**config.mk**
```make
export PLATFORM = sky130hd
export DESIGN_NAME = rom_arbiter
export DESIGN_NICKNAME = d
export VERILOG_FILES = /design/src/rtl/rom_arbiter_pkg.sv /design/src/rtl/rom_arbiter_rr_arb2.sv /design/src/rtl/rom_arbiter.sv
export SDC_FILE = /design/constraint.sdc
export NUM_CORES = 1
export LEC_CHECK = 0
export CELL_PAD_IN_SITES_DETAIL_PLACEMENT = 1
export CELL_PAD_IN_SITES_GLOBAL_PLACEMENT = 2
export CORE_AREA = 4 4 142 144
export DETAILED_ROUTE_END_ITERATION = 7
export DIE_AREA = 0 0 146 148
export PLACE_DENSITY_LB_ADDON = 0.1
export SYNTH_ARGS = -nofsm -noshare
export SYNTH_HDL_FRONTEND = slang
export SYNTH_HIERARCHICAL = 1
export SYNTH_SLANG_ARGS = --single-unit
```
**constraint.sdc**
```tcl
create_clock -name clk -period 2.85 [get_ports clk]
set_input_delay 0.4275 -clock clk [delete_from_list [all_inputs] [get_ports clk]]
set_output_delay 0.4275 -clock clk [all_outputs]
set_load 0.05 [all_outputs]
```
**src/rtl/rom_arbiter_pkg.sv**
```systemverilog
// Shared types for rom_arbiter: boot FSM states, requester IDs and the
// word-alignment helper used on every granted address.
package rom_arbiter_pkg;

    typedef enum logic {
        ST_BOOT = 1'b0,
        ST_RUN  = 1'b1
    } state_e;

    typedef enum logic {
        REQ_IF  = 1'b0,
        REQ_LSU = 1'b1
    } req_id_e;

    localparam int GNT_IF  = 0;
    localparam int GNT_LSU = 1;

    function automatic logic is_aligned(input logic [1:0] lsb);
        return (lsb == 2'b00);
    endfunction

endpackage

```
**src/rtl/rom_arbiter_rr_arb2.sv**
```systemverilog
// Two-way round-robin arbiter: under contention the requester that did not
// win last time is granted; the pointer only moves when something is granted.
module rr_arb2
    import rom_arbiter_pkg::*;
(
    input  logic       clk,
    input  logic       rst,
    input  logic [1:0] req,
    output logic [1:0] gnt
);

    req_id_e last_q;

    always_comb begin
        gnt = req;
        if (req == 2'b11) begin
            gnt = (last_q == REQ_LSU) ? 2'b01 : 2'b10;
        end
    end

    always_ff @(posedge clk) begin
        if (rst) begin
            last_q <= REQ_LSU;
        end else if (gnt[GNT_IF]) begin
            last_q <= REQ_IF;
        end else if (gnt[GNT_LSU]) begin
            last_q <= REQ_LSU;
        end
    end

endmodule

```
**src/rtl/rom_arbiter.sv**
```systemverilog
// Owns both rom ports: the loader writes during BOOT, then IF and LSU share
// the read port round-robin in RUN while all ROM writes are refused.
module rom_arbiter
    import rom_arbiter_pkg::*;
#(
    parameter int DW      = 32,
    parameter int AW      = 32,
    parameter bit BOOT_EN = 1'b1
) (
    input  logic          clk,
    input  logic          rst,
    input  logic          if_req,
    input  logic [AW-1:0] if_addr,
    output logic          if_gnt,
    output logic          if_rvalid,
    output logic [DW-1:0] if_rdata,
    output logic          if_err,
    input  logic          lsu_req,
    input  logic          lsu_we,
    input  logic [AW-1:0] lsu_addr,
    input  logic [DW-1:0] lsu_wdata,
    output logic          lsu_gnt,
    output logic          lsu_rvalid,
    output logic [DW-1:0] lsu_rdata,
    output logic          lsu_err,
    input  logic          ld_req,
    input  logic [AW-1:0] ld_addr,
    input  logic [DW-1:0] ld_wdata,
    output logic          ld_gnt,
    input  logic          ld_done,
    output logic          boot,
    output logic          rom_wen,
    output logic [AW-1:0] rom_w_addr,
    output logic [DW-1:0] rom_w_data,
    output logic          rom_ren,
    output logic [AW-1:0] rom_r_addr,
    input  logic [DW-1:0] rom_r_data
);

    state_e        state;
    logic          in_boot;
    logic          in_run;
    logic [1:0]    rd_req;
    logic [1:0]    rd_gnt;
    logic          lsu_wr_gnt;
    logic [AW-1:0] rd_addr;
    logic          rd_ok;
    logic          if_rvalid_q, if_err_q;
    logic          lsu_rvalid_q, lsu_err_q;
    logic          unused_lsu_wdata;

    // Writes are always refused once running, so the LSU write data has no sink.
    assign unused_lsu_wdata = ^lsu_wdata;

    // Everything is held off during the reset cycle itself.
    assign in_boot = (state == ST_BOOT) && !rst;
    assign in_run  = (state == ST_RUN) && !rst;

    assign rd_req = in_run ? {lsu_req && !lsu_we, if_req} : 2'b00;

    rr_arb2 u_arb (
        .clk (clk),
        .rst (rst),
        .req (rd_req),
        .gnt (rd_gnt)
    );

    assign lsu_wr_gnt = in_run && lsu_req && lsu_we;

    assign if_gnt  = rd_gnt[GNT_IF];
    assign lsu_gnt = rd_gnt[GNT_LSU] || lsu_wr_gnt;
    assign ld_gnt  = in_boot && ld_req;

    assign rom_wen    = ld_gnt && is_aligned(ld_addr[1:0]);
    assign rom_w_addr = ld_addr;
    assign rom_w_data = ld_wdata;

    assign rd_addr    = rd_gnt[GNT_LSU] ? lsu_addr : if_addr;
    assign rd_ok      = is_aligned(rd_addr[1:0]);
    assign rom_ren    = (|rd_gnt) && rd_ok;
    assign rom_r_addr = rd_addr;

    always_ff @(posedge clk) begin
        if (rst) begin
            if (BOOT_EN) begin
                state <= ST_BOOT;
            end else begin
                state <= ST_RUN;
            end
            if_rvalid_q  <= 1'b0;
            if_err_q     <= 1'b0;
            lsu_rvalid_q <= 1'b0;
            lsu_err_q    <= 1'b0;
        end else begin
            if (state == ST_BOOT && ld_done) begin
                state <= ST_RUN;
            end
            if_rvalid_q  <= rd_gnt[GNT_IF];
            if_err_q     <= rd_gnt[GNT_IF] && !rd_ok;
            lsu_rvalid_q <= lsu_gnt;
            lsu_err_q    <= lsu_wr_gnt || (rd_gnt[GNT_LSU] && !rd_ok);
        end
    end

    // A response registered before a reset must not escape during it.
    assign if_rvalid  = if_rvalid_q && !rst;
    assign if_err     = if_err_q && !rst;
    assign if_rdata   = (if_rvalid && !if_err_q) ? rom_r_data : '0;
    assign lsu_rvalid = lsu_rvalid_q && !rst;
    assign lsu_err    = lsu_err_q && !rst;
    assign lsu_rdata  = (lsu_rvalid && !lsu_err_q) ? rom_r_data : '0;

    assign boot = rst ? BOOT_EN : (state == ST_BOOT);

endmodule

```
==> results of run 1 <==
[layer usage]
layer | vias up | GRT usage (%) | wire, µm
li1 | 901 | - | -
met3 | 8 | 4.54 | 1350
met1 | 850 | 7.52 | 3140
met5 | - | 0 | 0
met4 | 0 | 0.753 | 34
met2 | 186 | 11.8 | 3780
[worst max-delay path, cell delays in order]
cell,delay [ps]
clkdlybuf4s50_1,420
or2b_4,290
nor3b_2,190
and2_4,200
buf_12,180
mux2_2,380
buf_4,200
[final timing paths]
check / endpoint / depth (start not counted)
setup / recovery: rom_r_addr[2] / 7
hold reg to reg: state / 2
hold / removal: state / 2
setup reg to reg: lsu_err_q / 10
[power by group]
part           switching, mW  internal (mW)
clock network         0.0436          0.180
registers            0.00256         0.0877
logic                  0.232          0.246
total                  0.278          0.514
[final cells by class]
class / instances / area, µm²
timing repair buffer: 222 / 2810
tap: 234 / 293
sequential: 6 / 120
multi-input combinational: 127 / 1010
inverter: 2 / 7.51
fill: 2136 / 14400
clock buffer: 3 / 75.1
[sequential cells by signal, summed over array words and instances, names as in the netlist]
signal and count:
u_arb/last_q 1, lsu_err_q 1, if_err_q 1, if_rvalid_q 1, state 1, lsu_rvalid_q 1
[cell usage after synthesis (all sizes together) (2+ instances only)]
| master | count |
|---|---|
| mux2 | 32 |
| nor2b | 4 |
| buf | 74 |
| and2b | 3 |
| inv | 2 |
| nand2 | 2 |
| nor2 | 8 |
| nor3b | 3 |
| and2 | 66 |
| dfxtp | 6 |
| or2 | 2 |
[cells by family after synthesis]
group / Yosys count / synth area share (%)
and+or+nand+nor: 90 / 34.1
DFF: 6 / 7.23
muxes: 32 / 21.7
buffers and inverters: 76 / 34.9
AOI/OAI and AO/OA: 5 / 2.03
[through the flow]
| stage | TNS, ps | std cells | area [µm²] | util [%] | setup slack (ps) |
|---|---|---|---|---|---|
| final | 0 | 594 | 4320 | 23.1 | 117 |
| after floorplan | 0 | 209 | 1680 | - | 161 |
| after global placement | -282 | 591 | 4210 | 22.5 | -101 |
| after CTS | 0 | 594 | 4300 | 23.0 | 50.1 |
| after global routing | 0 | 594 | 4320 | 23.1 | 6.61 |
| after detailed placement | -185 | 591 | 4210 | 22.5 | -111 |
[what timing repair did]
action / in CTS / in global routing
setup endpoints to repair: 24 / 1
pin swaps: 0 / 1
buffers inserted: 0 / 0
gates resized for setup: 5 / 4
==> metrics.yaml, run 1 <==
avgSynthCellArea_um2: 7.95
cts_buffer_depth: 2
synth_flop_cell: "dfxtp_1"
cellLeakagePower_nw: 1.71
synth_area_leaders: "buf_4, and2_1, mux2_2, dfxtp_1, buf_6"
report.final.hold_viol_count: 0
crit_arrival_ps: 2310
syn-num-nets: 408
num-nets-final: 561
grt_setup_unrepaired: "no"
antenna_found_initial: 0
via_per_inst: 3.27
final_antenna_net_count: 0
grt_first_pass_wirelength_mm: 12.2
cts-root-buf: "clkbuf_16"
hpwl_mm: 7.41
holdBufCountCts: 0
status: "finished, final reports clean"
endpoint_kind: "output pin"
cts_buffers: 3
antenna_cells: 0
setup_viol_count_final: 0
cts_max_level: 1
dieArea_mm2: 0.0216
drcViolationCount: 0
initial_core_util_pct: 8.88
finalPower_uw: 792
io_buffers: 212
cp-startpoint: "rst"
grt_usage_pct: 6.94
r2r_slack_ps: 860
grt_overflow: 0
finClkSkew_ps: 0.877
drv_cap: 0
final_common_cell: "clkdlybuf4s50_1"
drive_above_1_share_pct: 46.1
synth_edf_count: 0
startpoint_type: "input pin"
tightest_slew_ps: 513
worst_ep_required_time_ps: 2420
cp_max_fo: 26
ir_drop_v: 0.000122
critPathKind: "in -> out"
coreArea_mm2: 0.0187
holdCritStartpoint: "state"
ys_seq_area_share_pct: 7.23
syn_inst: 209
drt-initial-drc-count: 24
cts_sinks: 6
io-pin-count: 369
clock_latency_ps: 220
syn2layout_area_growth_pct: 160
synth_async_sr_flop_share_pct: 0
grt_max_degree: 33
clkTransAtPathRegs_ps: 30
holdWs_ps: 534
synth_top_cell_by_area: "buf_4"
grt_pass1_vias: 2112
routedWlPerCell_um: 14.0
die-height_um: 148
finalMaxSlewViolations: 0
wl_mm: 8.30
relSlewSlack_pct: 65.7
ys_types: 22
cts_tree: "done"
hold_class: "reg -> reg"
period_share_pct: 95.9
layout_common_cells: "clkdlybuf4s50_1, buf_12, and2_1"
p_per_area_mw_per_mm2: 183
first_pass_iters: 4
clock.fmax_mhz: 366
synth_top_area_share_pct: 29.8
syn_area_mm2: 0.00166
die_w_um: 146
globalplace.congestion: 0.665
num_rows: 50
rr_startpoint: "state"
ys_warn_count: 6
route.vias.total: 1945
yosys_register_bits: 6
fin_crit_ps: 2730
(Power assumes the default switching activity.)
==> run 2: changes to the inputs <==
CELL_PAD_IN_SITES_DETAIL_PLACEMENT = 0   (was 1)
CELL_PAD_IN_SITES_GLOBAL_PLACEMENT = 1   (was 2)
==> run 2 against run 1 <==
Die area unchanged; sequential power down 1%; critical endpoint is now rom_r_addr[20]; critical path depth unchanged; hold slack worse by 2.8 ps; largest power group unchanged.
==> metrics.yaml, run 2 (synthesis gave the netlist of run 1 again) <==
status: "finished, final reports clean"
grt_max_degree: 33  # unchanged
holdWs_ps: 531  # -2.81 ps
grtUsageMet2_pct: 12.2  # +0.42 points
globalplace.congestion: 0.686  # +3.1%
cp_max_fo: 13  # -50%
first_pass_iters: 4  # unchanged
fin_crit_ps: 2720  # -12.1 ps
cts_buffers: 3  # unchanged
setup_viol_count_final: 0  # unchanged
holdBufCountCts: 0  # unchanged
syn2layout_area_growth_pct: 161
seq_area_um2: 120  # unchanged
finish.utilization_pct: 23.2  # +0.087 points
crit_family: "buffers and inverters"
startpoint_type: "input pin"
finalMaxSlewViolations: 0  # unchanged
hold_class: "reg -> reg"
cp_cell_sequence: "clkdlybuf4s50_1 > or2b_4 > nor3b_2 > and2_4 > clkbuf_16 > mux2_2 > buf_4"
grt_setup_unrepaired: "no"
routedWlPerCell_um: 14.2  # +1.6%
die-height_um: 148  # unchanged
clock_latency_ps: 230  # about the same
hpwl_mm: 7.40  # -0.15%
drv_cap: 0  # unchanged
grt_usage_pct: 7.06  # +0.12 points
cts_sinks: 6  # unchanged
grt_first_pass_wirelength_mm: 11.9  # -2.1%
relSlewSlack_pct: 66.8  # +1.1 points
finalPower_uw: 799  # +0.89%
cp_slowest_cell: "clkdlybuf4s50_1"
gr-max-usage-layer: "met2"
route.vias.total: 1944  # -0.051%
critPathKind: "in -> out"
cellLeakagePower_nw: 1.72  # +0.73%
cts_buffer_depth: 2  # unchanged
io-pin-count: 369  # unchanged
num_rows: 50  # unchanged
crit_buf_inv: 3  # unchanged
drive_above_1_share_pct: 46.3  # +0.15 points
gr-usage-met3_pct: 3.77  # -0.77 points
drcViolationCount: 0  # unchanged
max_stage_delay_ps: 420  # about the same
use_met1_pct: 7.47  # -0.050 points
final_common_cell: "clkdlybuf4s50_1"
wl_mm: 8.45  # +1.8%
grt_pass1_vias: 2065  # -2.2%
antenna_found_initial: 0  # unchanged
cts_tree: "done"
period_share_pct: 95.5  # -0.42 points
final_antenna_net_count: 0  # unchanged
finClkSkew_ps: 2.52  # +1.65 ps
report.final.hold_viol_count: 0  # unchanged
endpoint_kind: "output pin"
crit_arrival_ps: 2290  # -20 ps
grt_overflow: 0  # unchanged
ir_drop_v: 0.0000781  # -36%
dieArea_mm2: 0.0216  # unchanged
clkTransAtPathRegs_ps: 40  # about the same
pre_cts_ws_ps: -46.3  # +64.7 ps
die_w_um: 146  # unchanged
layout_common_cells: "clkdlybuf4s50_1, buf_12, and2_1"
clock.fmax_mhz: 368  # +0.44%
fill_cells: 2016  # -5.6%
num-nets-final: 562  # +0.18%
worst_slack_ps: 129  # +12.1 ps
via_per_inst: 3.27  # -0.22%
io_buffers: 212  # unchanged
cts-root-buf: "clkbuf_16"
p_per_area_mw_per_mm2: 184  # +0.51%
drt-initial-drc-count: 19  # -21%
cts_max_level: 1  # unchanged
worst_ep_required_time_ps: 2420  # about the same
coreArea_mm2: 0.0187  # unchanged
initial_core_util_pct: 8.88  # unchanged
tightest_slew_ps: 496  # -16.8 ps
multi_input_area_um2: 998  # -1.6%
antenna_cells: 0  # unchanged
## run 2: cell count changes in the layout (fill, tap and decap cells not counted), sizes merged
cell	previous run	this run
clkbuf	3	4
## run 2: worst reg2reg max path: cells and delay by family (launching register included)
kind	cells	cell delay (ps)
and+or+nand+nor	5	860
buffers and inverters	2	330
AOI/OAI and AO/OA	2	220
DFF	1	310
## run 2: timing repair
item | 4_1_cts | 5_1_grt
setup endpoints to repair | 33 | 33
resized for setup | 4 | 4
pin swaps | 1 | 2
gates cloned | 0 | 1
setup buffers | 0 | 1
## run 2: worst paths after layout
kind           startpoint              to  slack [ps]  cells after the start
min          u_arb/last_q    u_arb/last_q         530                      2
max reg2reg         state       lsu_err_q        1010                      9
max                   rst  rom_r_addr[20]         130                      7
min reg2reg  u_arb/last_q    u_arb/last_q         530                      2
## run 2: power breakdown
group	internal, mW	switching (mW)
combinational	0.248	0.232
clock	0.180	0.0492
sequential	0.0876	0.00161
total	0.516	0.283
## run 2: metrics by stage
stage	instance area (µm²)	std cells	setup TNS, ps
after floorplan	1680	209	0
after global placement	4200	590	-1170
after detailed placement	4200	590	-736
after CTS	4290	593	0
after global routing	4330	595	0
final	4330	595	0
## run 2: routing by layer
layer  share of wire [%]  vias to the layer above
met1                  37                      833
li1                    -                      907
met2                  47                      196
met4                 1.3                        0
met3                  15                        8
met5                   0                        -
## run 2: layout make-up
| cell class | count | share of cell area (%) |
|---|---|---|
| flip-flops and latches | 6 | 2.77 |
| inverters | 2 | 0.173 |
| repair buffers | 223 | 65.5 |
| multi-input cells | 127 | 23.0 |
| clock buffers | 3 | 1.73 |
| well taps | 234 | 6.76 |
==> run 3: changes to the inputs <==
--- a/config.mk
+++ b/config.mk
@@ -12,2 +12,3 @@
 export DIE_AREA = 0 0 146 148
+export MAX_ROUTING_LAYER = met4
 export PLACE_DENSITY_LB_ADDON = 0.1
--- a/constraint.sdc
+++ b/constraint.sdc
@@ -3,2 +3,2 @@
 set_output_delay 0.4275 -clock clk [all_outputs]
-set_load 0.05 [all_outputs]
+set_load 0.02 [all_outputs]
==> run 3 against run 2 <==
Combinational power is 28% lower; clock skew shrank 2.1 ps; wire length fell by 5.0%; non-clock buffer count increased by 4; core utilization fell by 3.4 points; clock power shrank 3%; sequential share of layout area is 0.47 points higher; total power down 18%.
==> metrics.yaml, run 3 (synthesis gave the netlist of run 1 again) <==
drive_above_1_share_pct: 25.8  # -21 points
critPathKind: "in -> out"
holdBufCountCts: 0  # unchanged
startpoint_type: "input pin"
endpoint_kind: "output pin"
routedWlPerCell_um: 13.4  # -5.6%
route.vias.total: 1950  # +0.31%
antenna_found_initial: 0  # unchanged
syn2layout_area_growth_pct: 123
hold_class: "reg -> reg"
finalMaxSlewViolations: 0  # unchanged
max_stage_delay_ps: 420  # about the same
final_antenna_net_count: 0  # unchanged
via_per_inst: 3.26  # -0.36%
cts_tree: "done"
crit_family: "buffers and inverters"
fin_setup_tns_ps: 0  # unchanged
wl_mm: 8.03  # -5.0%
placed_area_mm2: 0.00364  # -13%
tightest_slew_ps: 286  # -210 ps
cts-root-buf: "clkbuf_16"
r2r_slack_ps: 1030  # +20 ps
crit_end: "rom_r_addr[29]"
period_share_pct: 97.0  # +1.6 points
grt_first_pass_wirelength_mm: 11.4  # -4.1%
coreArea_mm2: 0.0187  # unchanged
crit_buf_inv: 3  # unchanged
die-height_um: 148  # unchanged
fill_cells: 2113  # +4.8%
cellLeakagePower_nw: 1.42  # -18%
cp_max_fo: 6  # -7
r2r.worst_path.cells: 8  # -1
globalplace.congestion: 0.653  # -4.8%
cts_buffer_depth: 2  # unchanged
crit_arrival_ps: 2340  # +50 ps
layoutNonFillerInstCount: 599  # +0.67%
cp-startpoint: "rst"
hold-path-cell-count: 3  # +1
clock.fmax_mhz: 362  # -1.6%
finClkSkew_ps: 0.416  # -2.11 ps
worst_ep_required_time_ps: 2420  # about the same
antenna_cells: 0  # unchanged
initial_core_util_pct: 8.88  # unchanged
first_pass_iters: 2  # -2
relSlewSlack_pct: 80.9  # +14 points
hpwl_mm: 6.84  # -7.6%
grt_setup_unrepaired: "no"
num_rows: 50  # unchanged
cts_sinks: 6  # unchanged
drt-initial-drc-count: 18  # -1
grt_overflow: 0  # unchanged
clkTransAtPathRegs_ps: 30  # about the same
cts_buffers: 3  # unchanged
rr_endpoint: "if_err_q"
grt_usage_pct: 6.83  # -0.23 points
design_area_mm2: 0.00370  # -15%
cts_max_level: 1  # unchanged
fin_crit_ps: 2770  # +44.4 ps
rr_startpoint: "state"
holdWs_ps: 582  # +51.1 ps
num-nets-final: 566  # +0.71%
clock_latency_ps: 220  # about the same
cp_cell_sequence: "clkdlybuf4s50_1 > or2b_4 > nor3b_2 > and2_4 > clkbuf_16 > mux2_2 > clkdlybuf4s15_2"
die_w_um: 146  # unchanged
drv_cap: 0  # unchanged
io-pin-count: 369  # unchanged
place_inst: 594  # +0.68%
grt_pass1_vias: 2074  # +0.44%
drcViolationCount: 0  # unchanged
dieArea_mm2: 0.0216  # unchanged
cp.depth: 7  # unchanged
setup_viol_count_final: 0  # unchanged
p_per_area_mw_per_mm2: 178  # -3.6%
ir_drop_v: 0.000120  # +54%
io_buffers: 212  # unchanged
final_common_cell: "clkdlybuf4s50_1"
cp_slowest_cell: "clkdlybuf4s50_1"
grt_max_degree: 33  # unchanged
layout_common_cells: "clkdlybuf4s50_1, and2_1, mux2_2"
report.final.hold_viol_count: 0  # unchanged
status: "finished, final reports clean"
run 3: cell count changes in the layout (fill, tap and decap cells not counted), moves of 2 or more:
| cell | previous run | this run |
|---|---|---|
| buf_4 | 44 | 10 |
| clkdlybuf4s50_1 | 106 | 177 |
| clkdlybuf4s15_2 | 0 | 13 |
| nor3b_2 | 3 | 1 |
| buf_6 | 2 | 0 |
| nor3b_1 | 0 | 2 |
| clkbuf_2 | 0 | 20 |
| buf_12 | 70 | 3 |
run 3: worst min path at each step:
stage | from | endpoint | slack, ps
2_1_floorplan | u_arb/last_q | u_arb/last_q | 470
3_3_place_gp | u_arb/last_q | u_arb/last_q | 560
3_5_place_dp | u_arb/last_q | u_arb/last_q | 570
4_1_cts | u_arb/last_q | u_arb/last_q | 590
5_1_grt | u_arb/last_q | u_arb/last_q | 610
6_report | state | state | 580
run 3: worst register-to-register path, cell delays in order (launching register included):
cell       delay, ps
dfxtp_1          320
or2b_4           290
nor3b_2          210
and2_4           250
clkbuf_16        190
nor3_2            50
a21oi_1          190
buf_4            160
and2_1           100
run 3: routing by layer:
layer	vias up	routed length (µm)	track usage, %	part of all wire (%)
met5	-	0	-	0
met4	0	41	1.32	0.51
met3	2	1230	3.77	15
met2	201	3470	10.4	43
met1	829	3280	7.97	41
li1	918	-	-	-
run 3: cell type report:
type | instances | area, µm² | share of cell area, %
Inverter | 2 | 7.51 | 0.203
Sequential cell | 6 | 120 | 3.24
Clock buffer | 3 | 75.1 | 2.03
Multi-Input combinational cell | 127 | 978 | 26.4
Timing Repair Buffer | 227 | 2230 | 60.2
Tap cell | 234 | 293 | 7.90
run 3: where the power goes:
part           leakage (nW)  switching [mW]  internal (mW)
sequential           0.0490         0.00164         0.0877
combinational          1.33           0.125          0.220
clock                0.0370          0.0434          0.180
total                  1.42           0.170          0.487
run 3: what timing repair did:
| action | in CTS | in global routing |
|---|---|---|
| gates resized for setup | 71 | 36 |
| gates cloned | 0 | 2 |
| setup endpoints to repair | 34 | 35 |
| setup buffers | 0 | 0 |
| pin swaps | 0 | 1 |
run 3: through the flow:
step	power, mW	utilization [%]	setup slack (ps)
detailed placement	0.456	19.4	-395
floorplan	0.335	-	451
CTS	0.671	19.9	-38.5
global placement	0.457	19.4	-426
global route	0.693	19.8	5.72
finish	0.658	19.8	84.9
